File: config.mk
export PLATFORM = sky130hd
export DESIGN_NAME = wta_subpixel_prep
export DESIGN_NICKNAME = d
export VERILOG_FILES = /design/src/rtl/wta_subpixel_prep.sv
export SDC_FILE = /design/constraint.sdc
export NUM_CORES = 1
export LEC_CHECK = 0
export ABC_AREA = 1
export ABC_CLOCK_PERIOD_IN_PS = 4990
export CORE_MARGIN = 10
export CORE_UTILIZATION = 36
export DETAILED_ROUTE_END_ITERATION = 12
export SLEW_MARGIN = 20
export SYNTH_ARGS = -nofsm -noshare
export SYNTH_HDL_FRONTEND = slang
export SYNTH_SLANG_ARGS = --single-unit
File: constraint.sdc
create_clock -name clk -period 4.99 [get_ports clk]
set_input_delay 0.499 -clock clk [delete_from_list [all_inputs] [get_ports clk]]
set_output_delay 0.499 -clock clk [all_outputs]
set_load 0.02 [all_outputs]
File: src/rtl/wta_subpixel_prep.sv
// wta_subpixel_prep
// Streaming winner-take-all stage feeding the sub-pixel divider. Takes one
// aggregated matching cost per accepted cycle for disparities 0..DMAX-1,
// tracks the minimum and its two neighbour costs, and emits the parabola-fit
// numerator/denominator/sign one enabled cycle after the pixel's last sample.
// The integer disparity is also delayed by the divider latency so that the
// integer and fractional parts reach the downstream merge together.
//
// Ports:
//   clk                 clock
//   rst                 synchronous active-high reset, overrides clken
//   clken               global enable; low freezes every register
//   cost_valid          a cost sample is present
//   cost_first          marks the sample for disparity 0 (starts a pixel)
//   cost[CW-1:0]        unsigned cost
//   x[10:0]             |cl - cr|, divider dividend
//   d[10:0]             cl + cr - 2*minc, divider divisor (saturated)
//   f                   1 when cl < cr
//   validout            one enabled-cycle strobe qualifying x/d/f/disp_int
//   disp_int[DW-1:0]    integer winning disparity
//   disp_aligned        disp_int delayed by DIV_LAT enabled cycles
//   disp_aligned_valid  validout delayed by DIV_LAT enabled cycles
module wta_subpixel_prep #(
    parameter int DMAX    = 64,
    parameter int DW      = 6,
    parameter int CW      = 10,
    parameter int DIV_LAT = 3
) (
    input  logic          clk,
    input  logic          rst,
    input  logic          clken,
    input  logic          cost_valid,
    input  logic          cost_first,
    input  logic [CW-1:0] cost,
    output logic [10:0]   x,
    output logic [10:0]   d,
    output logic          f,
    output logic          validout,
    output logic [DW-1:0] disp_int,
    output logic [DW-1:0] disp_aligned,
    output logic          disp_aligned_valid
);

    typedef enum logic [0:0] {
        S_IDLE = 1'b0,
        S_ACC  = 1'b1
    } state_t;

    state_t                    state_r;
    logic [DW-1:0]             idx_r;
    logic [DW-1:0]             mini_r;
    logic [CW-1:0]             minc_r;
    logic [CW-1:0]             cl_r;
    logic [CW-1:0]             cr_r;
    logic [CW-1:0]             prev_r;
    logic                      need_right_r;
    logic                      done_r;
    logic [DIV_LAT-1:0]        dlv_r;
    logic [DIV_LAT-1:0][DW-1:0] dld_r;

    logic [DW-1:0] idx_inc_s;
    logic          is_last_s;
    logic [DW-1:0] mini_n_s;
    logic [CW-1:0] minc_n_s;
    logic [CW-1:0] cl_n_s;
    logic [CW-1:0] cr_n_s;
    logic          need_n_s;
    logic [11:0]   sum_s;
    logic          boundary_s;
    logic [10:0]   x_n_s;
    logic [10:0]   d_n_s;
    logic          f_n_s;

    assign idx_inc_s = idx_r + DW'(1);
    assign is_last_s = (idx_inc_s == DW'(DMAX - 1));

    // Tracking-register update for a continuation (non-first) sample.
    always_comb begin
        minc_n_s = minc_r;
        mini_n_s = mini_r;
        cl_n_s   = cl_r;
        cr_n_s   = cr_r;
        need_n_s = need_right_r;
        if (cost < minc_r) begin
            // strict compare: ties keep the lowest disparity
            minc_n_s = cost;
            mini_n_s = idx_inc_s;
            cl_n_s   = prev_r;
            need_n_s = 1'b1;
        end else if (need_right_r) begin
            cr_n_s   = cost;
            need_n_s = 1'b0;
        end else begin
            cr_n_s   = cr_r;
        end
        // minimum on the last disparity has no right neighbour: mirror it
        if (is_last_s && need_n_s) begin
            cr_n_s = minc_n_s;
        end else begin
            cr_n_s = cr_n_s;
        end
    end

    // Parabola-fit terms from the finished pixel's tracking registers.
    always_comb begin
        // cl and cr are never below minc, so the difference stays non-negative
        sum_s      = 12'(cl_r) + 12'(cr_r) - (12'(minc_r) << 1);
        boundary_s = (mini_r == '0) || (mini_r == DW'(DMAX - 1)) || (sum_s == 12'd0);
        x_n_s      = 11'd0;
        d_n_s      = 11'd1;
        f_n_s      = 1'b0;
        if (boundary_s) begin
            // x=0, d=1 makes the divider return a zero fraction
            x_n_s = 11'd0;
            d_n_s = 11'd1;
            f_n_s = 1'b0;
        end else begin
            x_n_s = (cl_r >= cr_r) ? 11'(cl_r - cr_r) : 11'(cr_r - cl_r);
            d_n_s = (sum_s > 12'd2047) ? 11'd2047 : sum_s[10:0];
            f_n_s = (cl_r < cr_r);
        end
    end

    // Pixel sequencing, minimum tracking, result registers and delay line.
    always_ff @(posedge clk) begin
        if (rst) begin
            state_r      <= S_IDLE;
            idx_r        <= '0;
            mini_r       <= '0;
            minc_r       <= '0;
            cl_r         <= '0;
            cr_r         <= '0;
            prev_r       <= '0;
            need_right_r <= 1'b0;
            done_r       <= 1'b0;
            x            <= 11'd0;
            d            <= 11'd0;
            f            <= 1'b0;
            validout     <= 1'b0;
            disp_int     <= '0;
            dlv_r        <= '0;
            dld_r        <= '0;
        end else if (clken) begin
            // result stage reads tracking registers before this edge's update
            if (done_r) begin
                validout <= 1'b1;
                disp_int <= mini_r;
                x        <= x_n_s;
                d        <= d_n_s;
                f        <= f_n_s;
                done_r   <= 1'b0;
            end else begin
                validout <= 1'b0;
            end

            dlv_r[0] <= validout;
            dld_r[0] <= disp_int;
            for (int k = 1; k < DIV_LAT; k++) begin
                dlv_r[k] <= dlv_r[k-1];
                dld_r[k] <= dld_r[k-1];
            end

            if (cost_valid && cost_first) begin
                // a first sample always (re)starts a pixel, abandoning any partial one
                state_r      <= S_ACC;
                idx_r        <= '0;
                minc_r       <= cost;
                mini_r       <= '0;
                cl_r         <= cost;
                prev_r       <= cost;
                need_right_r <= 1'b1;
            end else if (cost_valid && (state_r == S_ACC)) begin
                idx_r        <= idx_inc_s;
                minc_r       <= minc_n_s;
                mini_r       <= mini_n_s;
                cl_r         <= cl_n_s;
                cr_r         <= cr_n_s;
                need_right_r <= need_n_s;
                prev_r       <= cost;
                if (is_last_s) begin
                    state_r <= S_IDLE;
                    done_r  <= 1'b1;
                end else begin
                    state_r <= S_ACC;
                end
            end else begin
                // idle samples without cost_first are dropped
                state_r <= state_r;
            end
        end else begin
            state_r <= state_r;
        end
    end

    assign disp_aligned_valid = dlv_r[DIV_LAT-1];
    assign disp_aligned       = dld_r[DIV_LAT-1];

endmodule

==> results of run 1 <==
cells by family after synthesis:
kind of cell,Yosys count,synth area share [%]
simple gates,414,26.5
buf+inv,195,12.2
compound gates,194,15.4
flops,106,32.6
fa+ha+maj,53,11.5
xor+xnor,13,1.75
metal layers:
metal  global-route usage [%]  up-vias  share of wire (%)  routed length [um]
met3                     3.00       19                4.7                 779
met5                        0        -                  0                   0
met4                     4.68        0                1.9                 317
met2                     22.0      109                 43                7160
li1                         -     3124                  -                   -
met1                     19.1     2630                 50                8330
path summary, 6_finish.rpt:
check | end | cells past startpoint
hold / removal | prev_r[1]$_SDFFE_PP0P_ | 2
setup / recovery | d[0]$_SDFFE_PP0P_ | 14
hold reg to reg | prev_r[1]$_SDFFE_PP0P_ | 2
setup reg to reg | d[0]$_SDFFE_PP0P_ | 14
cells in the final DEF (no fill, tap or decap), types with 4 or more instances in the layout:
master,n
nand2_1,203
inv_1,144
nor2_1,129
dfxtp_1,106
o21ai_0,103
a21oi_1,80
clkdlybuf4s50_1,51
nand3_1,46
ha_1,42
nand4_1,12
fa_1,11
xor2_1,10
clkbuf_16,9
nand3b_1,8
buf_4,5
nand2_2,4
through the flow:
| step | utilization [%] | hold WS [ns] | cell area, um2 | total power [W] |
|---|---|---|---|---|
| global placement | 39.7 | 0.442 | 7100 | 0.00158 |
| finish | 41.3 | 0.454 | 7390 | 0.00227 |
| floorplan | - | 0.432 | 6510 | 0.00143 |
| CTS | 41.3 | 0.457 | 7390 | 0.00230 |
| global route | 41.3 | 0.473 | 7390 | 0.00244 |
| detailed placement | 39.7 | 0.446 | 7100 | 0.00158 |
worst max-delay path: stages, from the launching register on:
cell and delay (ns):
dfxtp_1 0.36, inv_1 0.08, fa_1 0.56, inv_1 0.06
ha_1 0.36, o21ai_0 0.14, nand2_1 0.14, nand3_1 0.09
nand3_1 0.30, nand3_1 0.23, nor2_1 0.07, nand2_1 0.47
nand2_1 0.17, o21ai_0 0.19, inv_1 0.05
power breakdown:
| part | total [W] | leakage [nW] | internal, W | switching, W |
|---|---|---|---|---|
| Sequential | 0.000903 | 0.862 | 0.000878 | 0.0000248 |
| Clock | 0.000708 | 0.140 | 0.000352 | 0.000356 |
| Combinational | 0.000664 | 2.47 | 0.000226 | 0.000439 |
layout make-up:
| type | instances | area share [%] |
|---|---|---|
| multi-input cells | 674 | 48.6 |
| repair buffers | 56 | 7.41 |
| flip-flops and latches | 106 | 28.7 |
| clock buffers | 10 | 3.10 |
| inverters | 147 | 7.47 |
| clock inverters | 6 | 0.813 |
| well taps | 229 | 3.88 |
sequential cells by signal (all words and copies together), names as in the netlist:
signal / flops
dlv_r: 3
x: 11
d: 11
disp_aligned: 6
prev_r: 10
minc_r: 10
need_right_r: 1
done_r: 1
mini_r: 6
dld_r: 12
f: 1
validout: 1
cr_r: 10
cl_r: 10
idx_r: 6
state_r: 1
disp_int: 6
cells in the mapped netlist (2+ instances only):
master and instances:
fa_1 11, o211ai_1 2, buf_4 10, xnor2_1 3, a21o_1 2, nand3_1 46, nor2_2 3, inv_1 145
o21ai_0 103, nand2_1 203, buf_1 2, buf_6 2, clkbuf_1 25, ha_1 42, nand3_2 2, a31oi_1 2
nand2_2 4, nand3b_1 8, inv_2 2, nor2_1 129, xor2_1 10, a21oi_1 81, dfxtp_1 106, buf_2 8
nand4_1 12
==> run_results.csv, run 1 <==
group,metric,value,unit
final_layout,fillers,1937,
grt,grt-ovfl-total,0,
detailed_routing,firstDrtPassIters,6,
grt,grt_pass1_wl,28700,um
timing,finalMaxSlewViolations,0,
logic_synthesis,yosysUniqueCellTypes,37,
logic_synthesis,syn_area_per_cell,6.67,um2
timing,grt_setup_unrepaired,"no",
cts,holdBufCountCts,0,
place,post-place-cells,1212,
worst_hold_path,hold_path_startpoint,"prev_r[1]$_SDFFE_PP0P_",
grt,antenna_found_initial,0,
logic_synthesis,syn_inst,975,
final_layout,layout.cells.non_filler,1228,
final_layout,multiInputGateArea,3590,um2
timing,min_period,3.38,ns
timing,tightest_slew,0.843,ns
place,io_buffer_count,51,
floorplanning,die_w,154,um
critical_path,r2r_start,"cl_r[2]$_SDFFE_PP0P_",
detailed_routing,routedWlPerCell,13.5,um
logic_synthesis,seq_area_frac_synth,32.6,%
timing,tns,0,ns
critical_path,required,5.25,ns
final_layout,seqCellArea,2120,um2
pwr,powerDensity,308,nW/um2
logic_synthesis,synth-seq-cells,106,
logic_synthesis,synth_async_sr_flop_share,0,%
cts,post-cts-setup-buffers,0,
critical_path,arrival,3.64,ns
place,place_congestion,0.947,
cts,cts_buffers,9,
logic_synthesis,synthesis.nets,1043,
timing,finalWorstSetupSlack,1.61,ns
logic_synthesis,yosysWarnings,0,
place,dp_hpwl,12600,um
timing,hold_violations,0,
cts,cts-root-buf,"clkbuf_16",
cts,path_clk_slew,0.08,ns
grt,grt_usage,14.2,%
critical_path,crit_fanout,20,
cts,cts_sinks,106,
flow_run,max-cap-violations,0,
critical_path,regToRegSetupSlack,1.61,ns
detailed_routing,initialDrtViolationCount,381,
final_layout,fin_nets,1062,
detailed_routing,vias_per_cell,4.79,
pwr,ir_worst_vdd,0.172,mV
floorplanning,io_pins,52,
detailed_routing,drc,0,
timing,timing.final.crit_share,67.8,%
critical_path,worstSetupStartpointType,"flip-flop",
cts,cts_max_level,3,
final_layout,num_antenna_cells,0,
cts,cts_resized,0,
logic_synthesis,yosys.area.top_type,"dfxtp_1",
cts,cts.path.max_buffers,2,
detailed_routing,wirelength,16600,um
final_layout,drive_above_1_share,3.60,%
floorplanning,initial_core_util,36.4,%
final_layout,synthToLayoutAreaGrowth,13.6,%
timing,fmax,0.296,GHz
cts,clock_latency,0.36,ns
timing,finClkSkew,0.0131,ns
critical_path,cp-startpoint,"cl_r[2]$_SDFFE_PP0P_",
pwr,p_leak,3.47,nW
cts,cts_tree,"built",
logic_synthesis,synth.top_cell.area_share,32.6,%
critical_path,path_class,"reg -> reg",
logic_synthesis,synth-main-ff-cell,"dfxtp_1",
worst_hold_path,worstHoldPathType,"reg -> reg",
critical_path,cp-end-kind,"flip-flop",
timing,relSlewSlack,43.7,%
floorplanning,std_cell_rows,49,
detailed_routing,antenna_left,0,
timing,setup_viol,0,
detailed_routing,vias,5882,
logic_synthesis,synth_area_leaders,"dfxtp_1 33%, nand2_1 12%, inv_1 8.4%",
logic_synthesis,synth-edff-count,0,
place,dp_slack,1.45,ns
floorplanning,dieArea,23900,um2
outcome,outcome,"complete, no violations",
floorplanning,die_y,154,um
grt,grt_pass1_vias,5805,
logic_synthesis,synth_area,6510,um2
grt,grt_max_degree,66,
floorplanning,coreArea,17900,um2
Note: power is estimated with default switching activity, not from simulation.
==> inputs of run 2 (changes only) <==
--- a/config.mk
+++ b/config.mk
@@ -6,7 +6,7 @@
 export NUM_CORES = 1
 export LEC_CHECK = 0
 export ABC_AREA = 1
-export ABC_CLOCK_PERIOD_IN_PS = 4990
+export ABC_CLOCK_PERIOD_IN_PS = 3300
 export CORE_MARGIN = 10
 export CORE_UTILIZATION = 36
 export DETAILED_ROUTE_END_ITERATION = 12
==> constraint.sdc (replaced) <==
create_clock -name clk -period 3.3 [get_ports clk]
set_input_delay 0.33 -clock clk [delete_from_list [all_inputs] [get_ports clk]]
set_output_delay 0.33 -clock clk [all_outputs]
set_load 0.02 [all_outputs]
==> run 2 against run 1 <==
Compared with the run above: global-route usage fell by 0.40 points; sequential share of layout area fell by 0.33 points; critical path depth up 3; sequential power grew 51%; critical path type unchanged; highest routed layer unchanged.
==> run_results.csv, run 2 (synthesized netlist as in run 1, its figures left out) <==
group,metric,value,unit
detailed_routing,routedWlPerCell,13.3,um
detailed_routing,wirelength,16400,um
timing,fmax,0.334,GHz
final_layout,stdcell_area,7480,um2
timing,min_period,3.00,ns
detailed_routing,drc,0,
worst_hold_path,worstHoldPathType,"reg -> reg",
cts,cts-root-buf,"clkbuf_16",
cts,cts_tree,"built",
grt,grt_usage,13.8,%
critical_path,worstSetupStartpointType,"flip-flop",
pwr,internal_power,0.00236,W
critical_path,worst_path_most_repeated_cell,"nand2_1",
critical_path,cp_top_family,"simple AND/OR/NAND/NOR gates",
detailed_routing,firstDrtPassIters,5,
floorplanning,coreArea,17900,um2
cts,cts_max_level,3,
timing,tns,0,ns
critical_path,required,3.52,ns
outcome,outcome,"complete, no violations",
final_layout,final_cell_mix,"203 x nand2_1, 144 x inv_1, 129 x nor2_1",
detailed_routing,vias_per_cell,4.82,
cts,holdBufCountCts,0,
grt,antenna_found_initial,0,
critical_path,slowest_delay,0.64,ns
timing,tightest_slew,0.749,ns
cts,clock_latency,0.36,ns
final_layout,largest_register,"dld_r",
timing,grt_setup_unrepaired,"no",
cts,cts.path.max_buffers,2,
pwr,switching_power,0.00121,W
place,place_area,7150,um2
pwr,clkPwrFrac,33.3,%
critical_path,crit_chain,"inv_1, fa_1, inv_1, ha_1, inv_1, nand2_1, nand2_1, nand2_1, o21ai_0, nand2_1, nand2_1, nand2_1, nor2_1, nand2_1, buf_4, nand3_1, a21oi_1",
timing,setup_viol,0,
cts,path_clk_slew,0.07,ns
timing,finClkSkew,0.00961,ns
floorplanning,die_w,154,um
cts,cts_buffers,9,
cts,cts_sinks,106,
pwr,p_total,0.00357,W
floorplanning,io_pins,52,
pwr,ir_worst_vdd,0.291,mV
place,dp_hpwl,12400,um
final_layout,final_common_cell,"nand2_1",
cts,cts_resized,0,
critical_path,cp-end-kind,"flip-flop",
flow_run,max-cap-violations,0,
place,io_buffer_count,51,
detailed_routing,vias,5949,
pwr,netSwitchingFraction,34.0,%
floorplanning,die_y,154,um
grt,grt-ovfl-total,0,
floorplanning,dieArea,23900,um2
critical_path,crit_fanout,12,
grt,grt_pass1_vias,5721,
cts,post-cts-setup-buffers,0,
floorplanning,initial_core_util,36.4,%
floorplanning,std_cell_rows,49,
critical_path,path_class,"reg -> reg",
final_layout,synthToLayoutAreaGrowth,14.9,%
detailed_routing,initialDrtViolationCount,363,
pwr,powerDensity,477,nW/um2
timing,timing.final.crit_share,90.8,%
final_layout,num_antenna_cells,0,
timing,hold_violations,0,
final_layout,largest_register_ffs,12,
final_layout,top_regs,"dld_r: 12 flops, d: 11 flops, x: 11 flops",
detailed_routing,antenna_left,0,
critical_path,cp_slowest_cell,"fa_1",
timing,relSlewSlack,50.0,%
critical_path,arrival,3.21,ns
pwr,p_seq_share,38.2,%
final_layout,fin_nets,1069,
place,place_congestion,0.929,
timing,finalMaxSlewViolations,0,
grt,grt_max_degree,72,
critical_path,path_buf_inv,4,
pwr,power_frac_comb,28.5,%
grt,grt_pass1_wl,27800,um
final_layout,drive_above_1_share,4.27,%
pwr,p_leak,3.52,nW
## run 2: changes by cell type in the layout (fill, tap and decap cells not counted)
cell        change
inv_8           -1
buf_4           +7
clkinvlp_4      -1
bufinv_16       +2
clkinv_8        -1
inv_6           +1
## run 2: final timing paths
check	startpoint	endpoint	slack (ns)	cells after the start
worst min register to register	prev_r[0]$_SDFFE_PP0P_	prev_r[0]$_SDFFE_PP0P_	0.45	2
worst min-delay path	prev_r[0]$_SDFFE_PP0P_	prev_r[0]$_SDFFE_PP0P_	0.45	2
worst max-delay path	minc_r[0]$_SDFFE_PP0P_	x[8]$_SDFFE_PP0P_	0.30	17
worst max register to register	minc_r[0]$_SDFFE_PP0P_	x[8]$_SDFFE_PP0P_	0.30	17
## run 2: worst register-to-register path: stages, from the launching register on
cell,delay (ns)
dfxtp_1,0.36
inv_1,0.08
fa_1,0.64
inv_1,0.09
ha_1,0.21
inv_1,0.10
nand2_1,0.06
nand2_1,0.08
nand2_1,0.09
o21ai_0,0.17
nand2_1,0.07
nand2_1,0.13
nand2_1,0.06
nor2_1,0.10
nand2_1,0.21
buf_4,0.26
nand3_1,0.08
a21oi_1,0.07
## run 2: per-layer routing
metal  vias up  GRT usage [%]  wire (um)  part of all wire (%)
li1       3128              -          -                     -
met1      2660           18.3       8200                    50
met2       134           21.8       7170                    44
met3        27           2.58        764                   4.6
met4         0           5.04        293                   1.8
met5         -              0          0                     0
## run 2: power groups by stage
stage	Clock [W]	Sequential, W	Combinational [W]
after floorplan	0	0.00138	0.000775
after global placement	0	0.00139	0.00101
after detailed placement	0	0.00139	0.00101
after CTS	0.00123	0.00136	0.00102
after global routing	0.00127	0.00137	0.00118
final	0.00119	0.00136	0.00102
## run 2: final cells by class
| type | count | area, um2 |
|---|---|---|
| clock inverter | 6 | 93.8 |
| timing repair buffer | 63 | 601 |
| multi-input combinational | 674 | 3590 |
| inverter | 147 | 552 |
| tap | 229 | 287 |
| sequential | 106 | 2120 |
| fill | 1921 | 10400 |
| clock buffer | 10 | 229 |
## run 2: metrics by stage
stage	hold WS [ns]	utilization [%]	std cells	setup slack, ns
2_1_floorplan	0.432	-	975	0.868
6_report	0.454	41.8	1235	0.303
3_3_place_gp	0.441	40.0	1219	0.397
5_1_grt	0.473	41.8	1235	0.0253
4_1_cts	0.457	41.8	1235	0.342
3_5_place_dp	0.445	40.0	1219	0.376
==> inputs of run 3 (changes only) <==
--- a/config.mk
+++ b/config.mk
@@ -8,8 +8,9 @@
 export ABC_AREA = 1
 export ABC_CLOCK_PERIOD_IN_PS = 3300
 export CORE_MARGIN = 10
-export CORE_UTILIZATION = 36
+export CORE_UTILIZATION = 59
 export DETAILED_ROUTE_END_ITERATION = 12
+export PLACE_DENSITY = 0.81
 export SLEW_MARGIN = 20
 export SYNTH_ARGS = -nofsm -noshare
 export SYNTH_HDL_FRONTEND = slang
==> run 3 against run 2 <==
Compared with the run above: sequential share of layout area grew 0.94 points; die area shrank 34%; non-clock buffer count is the same; fmax grew 1.4%; critical path type unchanged.
==> run_results.csv, run 3 (synthesized netlist as in run 1, its figures left out) <==
group,metric,value,unit
outcome,outcome,"complete, no violations",
timing,finalMaxSlewViolations,0,
floorplanning,std_cell_rows,38,
cts,cts-root-buf,"clkbuf_8",
critical_path,path_class,"reg -> reg",
final_layout,num_antenna_cells,0,
cts,cts.path.max_buffers,2,
grt,grt_usage,18.7,%
floorplanning,die_y,125,um
critical_path,crit_fanout,11,
cts,clock_latency,0.38,ns
grt,antenna_found_initial,0,
critical_path,worst_path_most_repeated_cell,"nand2_1",
cts,holdBufCountCts,0,
final_layout,drive_above_1_share,4.17,%
detailed_routing,routedWlPerCell,13.1,um
pwr,ir_worst_vdd,0.305,mV
timing,grt_setup_unrepaired,"no",
critical_path,arrival,3.26,ns
final_layout,largest_register_ffs,12,
floorplanning,initial_core_util,60.0,%
critical_path,crit_chain,"inv_1, fa_1, inv_1, ha_1, nand2_1, inv_1, a21oi_1, nand2_1, nand2_1, nand2_1, nand3_1, nor2_1, nand2_1, buf_4, nand3_1, a21oi_1",
floorplanning,io_pins,52,
timing,min_period,2.95,ns
timing,tns,0,ns
detailed_routing,antenna_left,0,
timing,fmax,0.339,GHz
grt,grt_pass1_vias,5471,
critical_path,worstSetupStartpointType,"flip-flop",
detailed_routing,wirelength,15000,um
pwr,p_total,0.00317,W
place,io_buffer_count,51,
detailed_routing,initialDrtViolationCount,315,
pwr,p_leak,3.46,nW
critical_path,required,3.60,ns
cts,post-cts-setup-buffers,0,
place,place_congestion,0.900,
timing,relSlewSlack,55.4,%
cts,path_clk_slew,0.10,ns
grt,grt_max_degree,72,
cts,cts_max_level,3,
cts,cts_tree,"built",
timing,tightest_slew,0.668,ns
timing,finClkSkew,0.0130,ns
cts,cts_sinks,106,
final_layout,final_cell_mix,"203 x nand2_1, 145 x inv_1, 129 x nor2_1",
floorplanning,coreArea,10800,um2
final_layout,synthToLayoutAreaGrowth,11.2,%
pwr,powerDensity,439,nW/um2
grt,grt-ovfl-total,0,
critical_path,slowest_delay,0.51,ns
flow_run,max-cap-violations,0,
timing,hold_violations,0,
detailed_routing,vias,5963,
grt,grt_pass1_wl,25400,um
final_layout,top_regs,"dld_r: 12 flops, d: 11 flops, x: 11 flops",
final_layout,fin_nets,1069,
floorplanning,die_w,125,um
detailed_routing,firstDrtPassIters,5,
final_layout,final_common_cell,"nand2_1",
detailed_routing,drc,0,
critical_path,cp-end-kind,"flip-flop",
timing,setup_viol,0,
critical_path,cp_slowest_cell,"fa_1",
timing,timing.final.crit_share,89.5,%
worst_hold_path,worstHoldPathType,"reg -> reg",
final_layout,fillers,995,
detailed_routing,vias_per_cell,5.20,
cts,cts_buffers,9,
final_layout,largest_register,"dld_r",
place,dp_hpwl,11400,um
cts,cts_resized,0,
floorplanning,dieArea,15600,um2
==> run 3: per-stage QoR <==
stage / std cells / hold slack [ns] / utilization (%) / setup slack, ns / area, um2
2_1_floorplan: 975 / 0.432 / - / 0.868 / 6510
3_3_place_gp: 1130 / 0.442 / 65.0 / 0.482 / 7040
3_5_place_dp: 1130 / 0.445 / 65.0 / 0.418 / 7040
4_1_cts: 1146 / 0.460 / 66.8 / 0.378 / 7240
5_1_grt: 1146 / 0.480 / 66.8 / 0.0894 / 7240
6_report: 1146 / 0.459 / 66.8 / 0.346 / 7240
==> run 3: critical path: cells and delay by family (launching register included) <==
kind | cells | cell delay [ns]
buf+inv | 4 | 0.43
flops | 1 | 0.38
simple gates | 8 | 0.84
compound gates | 2 | 0.36
fa+ha+maj | 2 | 0.87
==> run 3: cell type report <==
cell class              instances  area [um2]  share of cell area [%]
clock buffers                  11         131                    1.82
clock inverters                 5        62.6                   0.864
inverters                     147         552                    7.62
multi-input cells             674        3590                    49.7
flip-flops and latches        106        2120                    29.3
well taps                     140         175                    2.42
repair buffers                 63         601                    8.30
==> run 3: layer usage <==
layer	wire length, um	global-route usage, %
met3	764	3.46
met4	264	5.76
met5	0	0
met2	6700	30.2
met1	7280	24.7
==> run 3: power by group <==
part	switching (W)	internal (W)
registers	0.0000360	0.00133
logic	0.000655	0.000351
clock network	0.000447	0.000357
==> run 3: path summary, 6_finish.rpt <==
| check | start | endpoint | slack, ns | depth (start not counted) |
|---|---|---|---|---|
| setup / recovery | cl_r[7]$_SDFFE_PP0P_ | d[3]$_SDFFE_PP0P_ | 0.35 | 16 |
| hold / removal | prev_r[3]$_SDFFE_PP0P_ | prev_r[3]$_SDFFE_PP0P_ | 0.46 | 2 |
| setup reg to reg | cl_r[7]$_SDFFE_PP0P_ | d[3]$_SDFFE_PP0P_ | 0.35 | 16 |
| hold reg to reg | prev_r[3]$_SDFFE_PP0P_ | prev_r[3]$_SDFFE_PP0P_ | 0.46 | 2 |
